## src/rtl/wb_sram_ctrl.sv

```systemverilog
// Wishbone B4 pipelined slave driving a 16-bit asynchronous SRAM.
// Registered strobes, programmable wait states, stall held until accept.
//
// Ports:
//  clk, rst_n                 clock, async active-low reset
//  wb_cyc_i/stb_i/we_i        Wishbone cycle, strobe, write enable
//  wb_adr_i/dat_i/sel_i       word address, write data, byte selects
//  wb_dat_o/ack_o/stall_o     read data, acknowledge, stall
//  sram_addr, sram_dq_i/o     SRAM address and data pads
//  sram_dq_oe                 data pad output enable
//  sram_ce_n/oe_n/we_n        chip, output and write enables
//  sram_ub_n/lb_n             upper/lower byte enables
module wb_sram_ctrl #(
  parameter int ADDR_WIDTH  = 18,
  parameter int DATA_WIDTH  = 16,
  parameter int WAIT_CYCLES = 2
) (
  input  logic                  clk,
  input  logic                  rst_n,
  input  logic                  wb_cyc_i,
  input  logic                  wb_stb_i,
  input  logic                  wb_we_i,
  input  logic [ADDR_WIDTH-1:0] wb_adr_i,
  input  logic [DATA_WIDTH-1:0] wb_dat_i,
  input  logic [1:0]            wb_sel_i,
  output logic [DATA_WIDTH-1:0] wb_dat_o,
  output logic                  wb_ack_o,
  output logic                  wb_stall_o,
  output logic [ADDR_WIDTH-1:0] sram_addr,
  input  logic [DATA_WIDTH-1:0] sram_dq_i,
  output logic [DATA_WIDTH-1:0] sram_dq_o,
  output logic                  sram_dq_oe,
  output logic                  sram_ce_n,
  output logic                  sram_oe_n,
  output logic                  sram_we_n,
  output logic                  sram_ub_n,
  output logic                  sram_lb_n
);

  typedef enum logic [1:0] {
    S_IDLE,
    S_ACCESS,
    S_ACK
  } state_t;

  localparam logic [3:0] CNT_INIT = 4'(WAIT_CYCLES - 1);

  state_t                r_state;
  state_t                w_state_nx;
  logic [3:0]            r_cnt;
  logic [3:0]            w_cnt_nx;
  logic                  r_we;
  logic                  w_we_nx;
  logic [ADDR_WIDTH-1:0] w_addr;
  logic [DATA_WIDTH-1:0] w_dq_o;
  logic [DATA_WIDTH-1:0] w_dat;
  logic                  w_ack;
  logic                  w_stall;
  logic                  w_ce_n;
  logic                  w_oe_n;
  logic                  w_we_n;
  logic                  w_ub_n;
  logic                  w_lb_n;
  logic                  w_dq_oe;

  // Every output is computed one cycle ahead and registered,
  // so the values below are what the pins show next cycle.
  always_comb begin
    w_state_nx = r_state;
    w_cnt_nx   = r_cnt;
    w_we_nx    = r_we;
    w_addr     = sram_addr;
    w_dq_o     = sram_dq_o;
    w_dat      = wb_dat_o;
    w_ack      = 1'b0;
    w_stall    = 1'b1;
    w_ce_n     = 1'b1;
    w_oe_n     = 1'b1;
    w_we_n     = 1'b1;
    w_ub_n     = 1'b1;
    w_lb_n     = 1'b1;
    w_dq_oe    = 1'b0;
    unique case (r_state)
      S_IDLE: begin
        if (wb_cyc_i && wb_stb_i) begin
          w_state_nx = S_ACCESS;
          w_cnt_nx   = CNT_INIT;
          w_we_nx    = wb_we_i;
          w_addr     = wb_adr_i;
          w_dq_o     = wb_dat_i;
          w_ce_n     = 1'b0;
          w_oe_n     = wb_we_i;
          w_we_n     = ~wb_we_i;
          w_ub_n     = ~wb_sel_i[1];
          w_lb_n     = ~wb_sel_i[0];
          w_dq_oe    = wb_we_i;
          // single wait state: first access cycle is the accept cycle
          w_stall    = (CNT_INIT != 4'd0);
        end
      end
      S_ACCESS: begin
        if (!wb_cyc_i) begin
          w_state_nx = S_IDLE;
        end else if (r_cnt == 4'd0) begin
          w_state_nx = S_ACK;
          w_ack      = 1'b1;
          // keep driving write data one extra cycle for hold time
          w_dq_oe    = r_we;
          if (!r_we) begin
            w_dat = sram_dq_i;
          end
        end else begin
          w_cnt_nx = r_cnt - 4'd1;
          w_ce_n   = sram_ce_n;
          w_oe_n   = sram_oe_n;
          w_we_n   = sram_we_n;
          w_ub_n   = sram_ub_n;
          w_lb_n   = sram_lb_n;
          w_dq_oe  = sram_dq_oe;
          w_stall  = (r_cnt != 4'd1);
        end
      end
      S_ACK: begin
        w_state_nx = S_IDLE;
      end
      default: begin
        w_state_nx = S_IDLE;
      end
    endcase
  end

  always_ff @(posedge clk or negedge rst_n) begin
    if (!rst_n) begin
      r_state    <= S_IDLE;
      r_cnt      <= 4'd0;
      r_we       <= 1'b0;
      sram_addr  <= '0;
      sram_dq_o  <= '0;
      wb_dat_o   <= '0;
      wb_ack_o   <= 1'b0;
      wb_stall_o <= 1'b1;
      sram_ce_n  <= 1'b1;
      sram_oe_n  <= 1'b1;
      sram_we_n  <= 1'b1;
      sram_ub_n  <= 1'b1;
      sram_lb_n  <= 1'b1;
      sram_dq_oe <= 1'b0;
    end else begin
      r_state    <= w_state_nx;
      r_cnt      <= w_cnt_nx;
      r_we       <= w_we_nx;
      sram_addr  <= w_addr;
      sram_dq_o  <= w_dq_o;
      wb_dat_o   <= w_dat;
      wb_ack_o   <= w_ack;
      wb_stall_o <= w_stall;
      sram_ce_n  <= w_ce_n;
      sram_oe_n  <= w_oe_n;
      sram_we_n  <= w_we_n;
      sram_ub_n  <= w_ub_n;
      sram_lb_n  <= w_lb_n;
      sram_dq_oe <= w_dq_oe;
    end
  end

endmodule

```

## config.mk

```make
export PLATFORM = sky130hd
export DESIGN_NAME = wb_sram_ctrl
export DESIGN_NICKNAME = d
export VERILOG_FILES = /design/src/rtl/wb_sram_ctrl.sv
export SDC_FILE = /design/constraint.sdc
export NUM_CORES = 1
export LEC_CHECK = 0
export ABC_CLOCK_PERIOD_IN_PS = 2750
export BUFFER_PORTS_ARGS = -buffer_cell sky130_fd_sc_hd__buf_2
export CORE_ASPECT_RATIO = 1.25
export CORE_MARGIN = 5
export CORE_UTILIZATION = 42
export DETAILED_ROUTE_END_ITERATION = 10
export PLACE_DENSITY = 0.72
export SLEW_MARGIN = 5
export SYNTH_ARGS = -nofsm -noshare
export SYNTH_HDL_FRONTEND = slang
export SYNTH_SLANG_ARGS = --single-unit
```

## constraint.sdc

```tcl
create_clock -name clk -period 2.75 [get_ports clk]
set_input_delay 0.1375 -clock clk [delete_from_list [all_inputs] [get_ports clk]]
set_output_delay 0.1375 -clock clk [all_outputs]
set_load 0.01 [all_outputs]
```

==> results.cfg, run 1 <==
[logic_synthesis]
synth_cell_types = 32
syn-num-nets = 298
synth-seq-area-share = 0.627
syn_avg_cell_area_um2 = 10.9
synthCells = 238
yosys_warnings = 0
syn-cell-area_mm2 = 0.00260
ys_ff_latch = 65

[cells_and_area]
layout.nets = 453
drive_gt1_frac = 0.402
final_cell_mix = buf_2, nand2_1, dfrtp_1, dlygate4sd3_1
syn2layout_area_growth_pct = 47.6
final_common_cell = buf_2
design_area_mm2 = 0.00385

[detailed_routing]
drt_pass1_iterations = 4
via_count = 2182
ant_nets = 0
viasPerCell = 4.51
routedWlPerCell_um = 13.7
wl_um = 6620
drc = 0
first_iter_violations = 77

[clock_tree]
cts_tree = yes
cts.clk_slew.worst_paths_ps = 70
clock-root-buffer = clkbuf_8
postCtsSetupBuffers = 0
htree_levels = 3
numCtsBuffers = 9
clockBufferDepth = 2
clk_latency_ps = 330
clock-sinks = 65

[die]
pin_count = 115
initial_core_util = 0.425
rows = 32
die_h_um = 98.1
core_mm2 = 0.00613
die-area_mm2 = 0.00789
die_w_um = 80.4

[worst_setup_path]
cp.arrival_ps = 2350
path_class = register to register
reg2regPathDepth = 6
required_ps = 2960
critPathMaxFanout = 16
timing.rr.start = r_cnt[0]
critical_path.startpoint = r_cnt[0]
startpoint_type = register
worstSetupEndpointType = register

[pwr]
p_per_area_mw_per_mm2 = 885
leakage_nw = 2.06
finalPower_mw = 3.40
ir_drop_mv = 0.431

[placed_design]
hpwl_um = 4260
io_buffer_count = 114
place_area_mm2 = 0.00327
gp_congestion = 0.704

[grt]
grt_pass1_vias = 2268
antenna_found_initial = 0
grt_use_total = 0.173
grt_max_degree = 39
grt_pass1_wl_um = 10700
grt-ovfl-total = 0

[timing]
fin_hold_ws_ps = 34.7
layout_worst_path_cycle_share = 0.778
worst_pin_slew_ps = 625
fmax_mhz = 467
tns_ps = 0
slew_headroom = 0.583
finClkSkew_ps = 12.2
rsz0062_at_grt = false
maxSlewViolCount = 0
hold_viol_final = 0
setup_viol = 0
finalCriticalPeriod_ps = 2140

[min_path]
hold_start = sram_dq_i[2]
worstHoldPathType = input pin to register
min_delay_path_depth = 2

[job]
maxCapViolCount = 0

[status]
status = finished, final reports clean
registers in the layout, indices dropped and copies added, names as in the netlist, 2 cells and up:
name       flops
wb_dat_o      16
r_cnt          4
sram_dq_o     16
sram_addr     18
r_state        2
Yosys cell counts (all sizes together):
library cell | count | area share
nor3 | 2 | 0.0082
ha | 3 | 0.014
o2111ai | 1 | 0.0034
dfstp | 6 | 0.061
a21oi | 2 | 0.0038
o21ai | 1 | 0.0019
clkbuf | 8 | 0.012
o22a | 1 | 0.0034
nand2 | 109 | 0.16
xnor2 | 1 | 0.0034
a311oi | 1 | 0.0034
a2bb2oi | 2 | 0.0067
mux2 | 16 | 0.084
nor4bb | 1 | 0.0038
nand4bb | 1 | 0.0043
a22o | 1 | 0.0034
nand3 | 4 | 0.0077
and2b | 1 | 0.0029
nand3b | 2 | 0.0058
o21a | 2 | 0.0058
buf | 4 | 0.016
inv | 2 | 0.0029
nor2 | 3 | 0.0043
mux2i | 1 | 0.0038
nor2b | 2 | 0.0048
a32oi | 1 | 0.0034
or3b | 1 | 0.0034
dfrtp | 59 | 0.57
worst paths after layout:
path,endpoint,slack (ps)
worst max-delay path,wb_dat_o[8],610
worst min-delay path,wb_dat_o[2],30
worst max register to register,wb_dat_o[8],610
worst min register to register,sram_dq_o[5],470
max in group asynchronous,sram_oe_n,1800
min in group asynchronous,wb_dat_o[15],270
timing repair:
item	4_1_cts	5_1_grt
gates resized for setup	0	0
hold buffers	37	0
hold endpoints to repair	53	0
logic make-up after synthesis:
| group | after synthesis | synth area share |
|---|---|---|
| buf+inv | 14 | 0.0303 |
| mux | 17 | 0.0874 |
| flops | 65 | 0.627 |
| simple gates | 126 | 0.202 |
| fa+ha+maj | 3 | 0.0144 |
| compound gates | 12 | 0.0351 |
| xor+xnor | 1 | 0.00336 |
final cells by class:
type                       instances  area [µm²]
fill                             521        2280
sequential                        65        1630
timing repair buffer             156         978
multi-input combinational        159         912
clock buffer                      10         138
tap                               85         106
clock inverter                     6        67.6
inverter                           2        7.51
antenna                            1        2.50
per-stage QoR:
stage,std cells,utilization,setup WS (ps)
after floorplan,238,-,715
after global placement,430,0.533,683
after detailed placement,430,0.533,632
after CTS,483,0.627,614
after global routing,483,0.627,493
final,484,0.628,610
where the power goes:
group | internal [mW] | switching [mW] | leakage [nW]
sequential | 1.29 | 0.199 | 0.805
combinational | 0.534 | 0.568 | 1.16
clock | 0.444 | 0.370 | 0.0985
worst max-delay path, cell delays in order, from the launching register on:
cell and delay (ps):
dfrtp_1 430, inv_1 100, ha_1 160, or3b_1 490, nor3_4 190, buf_4 280
mux2_2 370
metal layers:
metal  GRT usage  vias to the layer above  routed length (µm)
li1            -                     1071                   -
met5           0                        -                   0
met4      0.0936                        0                 158
met1       0.206                     1006                2710
met2       0.286                       91                3280
met3      0.0387                       14                 472
(Power assumes the default switching activity.)
==> run 2, diff against run 1 <==
--- a/config.mk
+++ b/config.mk
@@ -5,7 +5,8 @@
 export SDC_FILE = /design/constraint.sdc
 export NUM_CORES = 1
 export LEC_CHECK = 0
-export ABC_CLOCK_PERIOD_IN_PS = 2750
+export ABC_AREA = 1
+export ABC_CLOCK_PERIOD_IN_PS = 2000
 export BUFFER_PORTS_ARGS = -buffer_cell sky130_fd_sc_hd__buf_2
 export CORE_ASPECT_RATIO = 1.25
 export CORE_MARGIN = 5
==> constraint.sdc (replaced) <==
create_clock -name clk -period 2 [get_ports clk]
set_input_delay 0.1 -clock clk [delete_from_list [all_inputs] [get_ports clk]]
set_output_delay 0.1 -clock clk [all_outputs]
set_load 0.01 [all_outputs]
==> run 2 against run 1 <==
  * Clock-buffer cell count up 4
  * First-iteration DRC count is 30% higher
  * Synthesized cell count increased by 27%
  * Routed wire length increased by 9.3%
  * Flip-flop and latch count unchanged
  * Worst hold slack worse by 11 ps
  * Non-clock buffer count increased by 11
  * Area after synthesis up 3.8%
  * Largest cell class unchanged
  * Largest power group unchanged
==> results.cfg, run 2 <==
[logic_synthesis]
ys_ff_latch = 65
yosys_warnings = 0
syn-num-nets = 363
synthCells = 303
syn-cell-area_mm2 = 0.00270
synth_area_leaders = dfrtp_1, nand2_1, dfstp_2
post-synth-top-count-cell = nand2_1
syn_avg_cell_area_um2 = 8.92
yosysTopAreaCellShare = 0.546
synth_ff_type = dfrtp_1
ys_async_sr_fraction = 1.00
synth_commonest_cells = nand2_1, dfrtp_1, nand3_1
synth-seq-area-share = 0.604
synth_area_leader_cell = dfrtp_1
synth_edf_count = 0
synth_cell_types = 17

[cells_and_area]
fillers = 502
final_cell_mix = nand2_1, buf_2, dfrtp_1, dlygate4sd3_1, nand3_1
design_area_mm2 = 0.00408
fin_util = 0.657
largest_register_ffs = 18
final_common_cell = nand2_1
reg.largest.list = sram_addr x18, sram_dq_o x16, wb_dat_o x16
drive_gt1_frac = 0.315
diodes = 0
stdcell_count = 561
layout.nets = 531
largest-register = sram_addr
syn2layout_area_growth_pct = 50.7

[worst_setup_path]
cp.arrival_ps = 1770
path_delay_family = simple AND/OR/NAND/NOR gates
crit_chain = inv_1, ha_1, inv_1, nor2_4, nand3_4, nand2_1, nand2_1
reg2reg_to = wb_dat_o[14]
reg2regPathDepth = 7
slowest_delay_ps = 400
required_ps = 2210
worstSetupEndpointType = register
critPathMaxFanout = 16
startpoint_type = register
path_class = register to register
worst-r2r-setup-slack_ps = 440
timing.rr.start = r_cnt[0]
crit_slowest_cell = dfrtp_1
crit_buf_inv = 2

[pwr]
ir_drop_mv = 0.592
p_per_area_mw_per_mm2 = 1230
leakage_nw = 2.27

[timing]
worst_pin_slew_ps = 550
setup_viol = 0
finalCriticalPeriod_ps = 1560
hold_viol_final = 0
tns_ps = 0
rsz0062_at_grt = false
finClkSkew_ps = 14.7
layout_worst_path_cycle_share = 0.780
slew_headroom = 0.633
maxSlewViolCount = 0
fmax_mhz = 641

[die]
die_w_um = 81.8
core_mm2 = 0.00621
rows = 32
die_h_um = 99.7
pin_count = 115
initial_core_util = 0.436
die-area_mm2 = 0.00815

[min_path]
min_delay_path_depth = 3
holdPathEnd = wb_dat_o[13]
worstHoldPathType = input pin to register
hold_start = sram_dq_i[13]

[detailed_routing]
first_iter_violations = 100
drt_pass1_iterations = 4
drc = 0
routedWlPerCell_um = 12.9
via_count = 2558
wl_um = 7230
ant_nets = 0
viasPerCell = 4.56

[clock_tree]
cts.clk_slew.worst_paths_ps = 60
postCtsSetupBuffers = 0
clk_latency_ps = 340
clock-sinks = 65
cts_resized = 0
htree_levels = 3
clock-root-buffer = clkbuf_8
numCtsBuffers = 9
clockBufferDepth = 2
cts_tree = yes

[grt]
grt_pass1_vias = 2585
grt_pass1_wl_um = 12000
grt_use_total = 0.188
grt_max_degree = 45
antenna_found_initial = 0
grt-ovfl-total = 0

[placed_design]
placed_cells = 494
io_buffer_count = 114
gp_congestion = 0.767
hpwl_um = 4360
place_area_mm2 = 0.00333

[job]
maxCapViolCount = 0

[status]
status = finished, final reports clean
## run 2: cell types whose count changed after synthesis, sizes merged, moves of 6 or more
cell / delta
nand2: +58
nand3: +22
mux2: -16
nor2: +14
inv: +11
clkbuf: -8
buf: +6
## run 2: cell type report
cell class,count,area (µm²),share of cell area
clock inverter,2,60.1,0.0147
sequential,65,1630,0.401
timing repair buffer,167,1110,0.272
inverter,13,48.8,0.0120
clock buffer,14,173,0.0424
multi-input combinational,215,945,0.232
tap,85,106,0.0261
## run 2: worst register-to-register path, stage by stage (launching register included)
cell,delay [ps]
dfrtp_1,400
inv_1,140
ha_1,260
inv_1,90
nor2_4,170
nand3_4,190
nand2_1,140
nand2_1,60
## run 2: metal layers
metal  wire length, µm  GRT usage  vias to the layer above
met5                 0          0                        -
met4               116     0.0563                        0
met3               623     0.0616                       12
met2              3590      0.320                      103
met1              2910      0.220                     1179
li1                  -          -                     1264
## run 2: how the worst max path moves through the flow
stage               startpoint           end  slack [ps]  depth (start not counted)
detailed placement    r_cnt[0]  wb_dat_o[10]         460                          7
global placement      r_cnt[0]   wb_dat_o[5]         550                          7
floorplan             r_cnt[0]   wb_dat_o[0]         580                          8
CTS                   r_cnt[0]  wb_dat_o[10]         450                          7
finish                r_cnt[0]  wb_dat_o[14]         440                          7
global route          r_cnt[0]  wb_dat_o[12]         340                          7
## run 2: report_power, final
part           leakage (nW)  internal [mW]  switching, mW  total (mW)
Sequential            0.806           1.79          0.271        2.06
Clock                 0.117          0.806          0.468        1.27
Combinational          1.35          0.686          0.977        1.66
## run 2: logic make-up (layout without fill, tap and decap cells)
| group | Yosys count | count (layout) | synth area share |
|---|---|---|---|
| AO/OA/AOI/OAI | 1 | 1 | 0.00185 |
| XOR/XNOR | 1 | 1 | 0.00324 |
| adder cells (fa/ha/maj) | 3 | 3 | 0.0139 |
| buffers and inverters | 23 | 196 | 0.0463 |
| flip-flops | 65 | 65 | 0.604 |
| AND/OR/NAND/NOR | 210 | 210 | 0.330 |
## run 2: per-stage QoR
stage / hold WS (ps) / setup slack, ps / total power [mW]
2_1_floorplan: -196 / 576 / 3.00
3_3_place_gp: 101 / 545 / 3.61
3_5_place_dp: 104 / 460 / 3.66
4_1_cts: 1.10 / 447 / 5.02
5_1_grt: 19.0 / 343 / 5.34
6_report: 23.7 / 441 / 5.00
## run 2: what timing repair did
action	CTS	global route
hold endpoints to repair	71	0
hold buffers	51	0
setup endpoints to repair	0	0
==> run 3, diff against run 2 <==
--- a/config.mk
+++ b/config.mk
@@ -6,13 +6,13 @@
 export NUM_CORES = 1
 export LEC_CHECK = 0
 export ABC_AREA = 1
-export ABC_CLOCK_PERIOD_IN_PS = 2000
+export ABC_CLOCK_PERIOD_IN_PS = 1400
 export BUFFER_PORTS_ARGS = -buffer_cell sky130_fd_sc_hd__buf_2
 export CORE_ASPECT_RATIO = 1.25
 export CORE_MARGIN = 5
 export CORE_UTILIZATION = 42
 export DETAILED_ROUTE_END_ITERATION = 10
-export PLACE_DENSITY = 0.72
+export PLACE_DENSITY = 0.75
 export SLEW_MARGIN = 5
 export SYNTH_ARGS = -nofsm -noshare
 export SYNTH_HDL_FRONTEND = slang
==> constraint.sdc (replaced) <==
create_clock -name clk -period 1.4 [get_ports clk]
set_input_delay 0.07 -clock clk [delete_from_list [all_inputs] [get_ports clk]]
set_output_delay 0.07 -clock clk [all_outputs]
set_load 0.01 [all_outputs]
==> run 3 against run 2 <==
  * Clock skew fell by 0.52 ps
  * Fmax grew 15%
  * Critical path depth rose by 1
  * Sequential power grew 44%
  * Sequential share of layout area fell by 1.6 points
  * Routed wire length is 4.9% higher
  * Clock-buffer cell count unchanged
  * Die area unchanged
  * Critical path type unchanged
  * Largest cell class unchanged
  * Largest power group unchanged
==> results.cfg, run 3 (synthesis gave the netlist of run 2 again) <==
[detailed_routing]
first_iter_violations = 123
drc = 0
ant_nets = 0
viasPerCell = 4.53
via_count = 2610
wl_um = 7590
routedWlPerCell_um = 13.2
drt_pass1_iterations = 4

[grt]
grt_pass1_vias = 2754
antenna_found_initial = 0
grt_pass1_wl_um = 12400
grt_use_total = 0.194
grt-ovfl-total = 0
grt_max_degree = 35

[timing]
maxSlewViolCount = 0
tns_ps = 0
setup_ws_ps = 46.2
finClkSkew_ps = 14.2
setup_viol = 0
worst_pin_slew_ps = 357
hold_viol_final = 0
finalCriticalPeriod_ps = 1350
fmax_mhz = 739
slew_headroom = 0.762
layout_worst_path_cycle_share = 0.967

[clock_tree]
numCtsBuffers = 9
clock-sinks = 65
clk_latency_ps = 330
cts_tree = yes
clock-root-buffer = clkbuf_8
cts.clk_slew.worst_paths_ps = 70
htree_levels = 3
clockBufferDepth = 2

[cells_and_area]
final_cell_mix = nand2_1, buf_2, dfrtp_1, dlygate4sd3_1, nand3_1
final_common_cell = nand2_1
design_area_mm2 = 0.00424
diodes = 0
layout.nets = 546
largest_register_ffs = 18
reg.largest.list = sram_addr x18, sram_dq_o x16, wb_dat_o x16
stdcell_count = 576
drive_gt1_frac = 0.344
fin_util = 0.683
largest-register = sram_addr
syn2layout_area_growth_pct = 56.9

[worst_setup_path]
crit_slowest_cell = dfrtp_1
startpoint_type = register
critical_path.startpoint = r_cnt[0]
critPathMaxFanout = 8
required_ps = 1610
worstSetupEndpointType = register
timing.rr.start = r_cnt[0]
slowest_delay_ps = 410
cp.arrival_ps = 1560
crit_chain = inv_2, ha_4, inv_2, nor2_4, buf_4, nor2_4, nand2_1, nand2_1
path_class = register to register

[pwr]
switchingPower_mw = 2.58
p_comb_frac = 0.357
p_per_area_mw_per_mm2 = 1740
pwr-share-clk = 0.240
netSwitchingFraction = 0.350
power_frac_seq = 0.403
p_int_mw = 4.80
leakage_nw = 2.34
ir_drop_mv = 0.962

[placed_design]
placed_cells = 500
hpwl_um = 4720
place_area_mm2 = 0.00339
io_buffer_count = 114
gp_congestion = 0.729
pre_cts_ws_ps = -40.5

[die]
die_h_um = 99.7
pin_count = 115
die-area_mm2 = 0.00815
rows = 32
die_w_um = 81.8
initial_core_util = 0.436
core_mm2 = 0.00621

[min_path]
hold_start = wb_cyc_i
worstHoldPathType = input pin to register

[job]
maxCapViolCount = 0

[status]
status = finished, final reports clean
[run 3: cell count changes in the layout (fill, tap and decap cells not counted), moves of 2 or more]
cell           before  now
buf_4               1    9
nand2_1           163  160
nand2_2             3    7
dlygate4sd3_1      51   54
buf_12              1    3
inv_2               3    6
inv_1              10    7
[run 3: metrics by stage]
stage / power, mW / hold WS (ps)
global placement: 5.22 / -1.53
finish: 7.38 / 76.9
global route: 7.85 / 80.3
CTS: 7.27 / 65.4
detailed placement: 5.31 / -1.69
floorplan: 4.30 / -226
[run 3: metal layers]
| metal | routed length, µm | share of wire | track usage | vias up |
|---|---|---|---|---|
| met4 | 91 | 0.012 | 0.0703 | 0 |
| li1 | - | - | - | 1297 |
| met1 | 2990 | 0.39 | 0.222 | 1222 |
| met2 | 3980 | 0.53 | 0.342 | 83 |
| met3 | 519 | 0.068 | 0.0525 | 8 |
| met5 | 0 | 0 | 0 | - |
[run 3: final timing paths]
| path | cells after the start | end | slack, ps |
|---|---|---|---|
| worst max-delay path | 8 | r_cnt[3] | 50 |
| worst min-delay path | 3 | r_state[1] | 80 |
| worst max register to register | 8 | r_cnt[3] | 50 |
| worst min register to register | 2 | sram_ce_n | 470 |
| max in group asynchronous | 3 | sram_addr[7] | 650 |
| min in group asynchronous | 2 | sram_dq_o[12] | 190 |
[run 3: repair_timing]
item                       CTS  global route
hold buffers                54             0
setup endpoints to repair   16            19
gates resized for setup      2             8
buffers inserted             0             4
gates cloned                 1             1
pin swaps                    2             8
hold endpoints to repair    94             0
[run 3: critical path, delay by kind of cell, from the launching register on]
family                     cells  cell delay [ps]
DFF                            1              410
and+or+nand+nor                4              360
buffers and inverters          3              300
adders and majority gates      1              160
[run 3: area by class of cell]
type / count / area (µm²)
multi-input cells: 217 / 991
clock inverters: 2 / 60.1
inverters: 13 / 48.8
clock buffers: 14 / 163
well taps: 85 / 106
repair buffers: 180 / 1240
fillers: 447 / 1960
flip-flops and latches: 65 / 1630
[run 3: power groups by stage]
stage	logic, mW	registers [mW]	clock network (mW)
global route	2.92	3.04	1.89
CTS	2.53	2.94	1.80
finish	2.64	2.97	1.77
detailed placement	2.36	2.95	0
floorplan	1.07	3.23	0
global placement	2.28	2.94	0
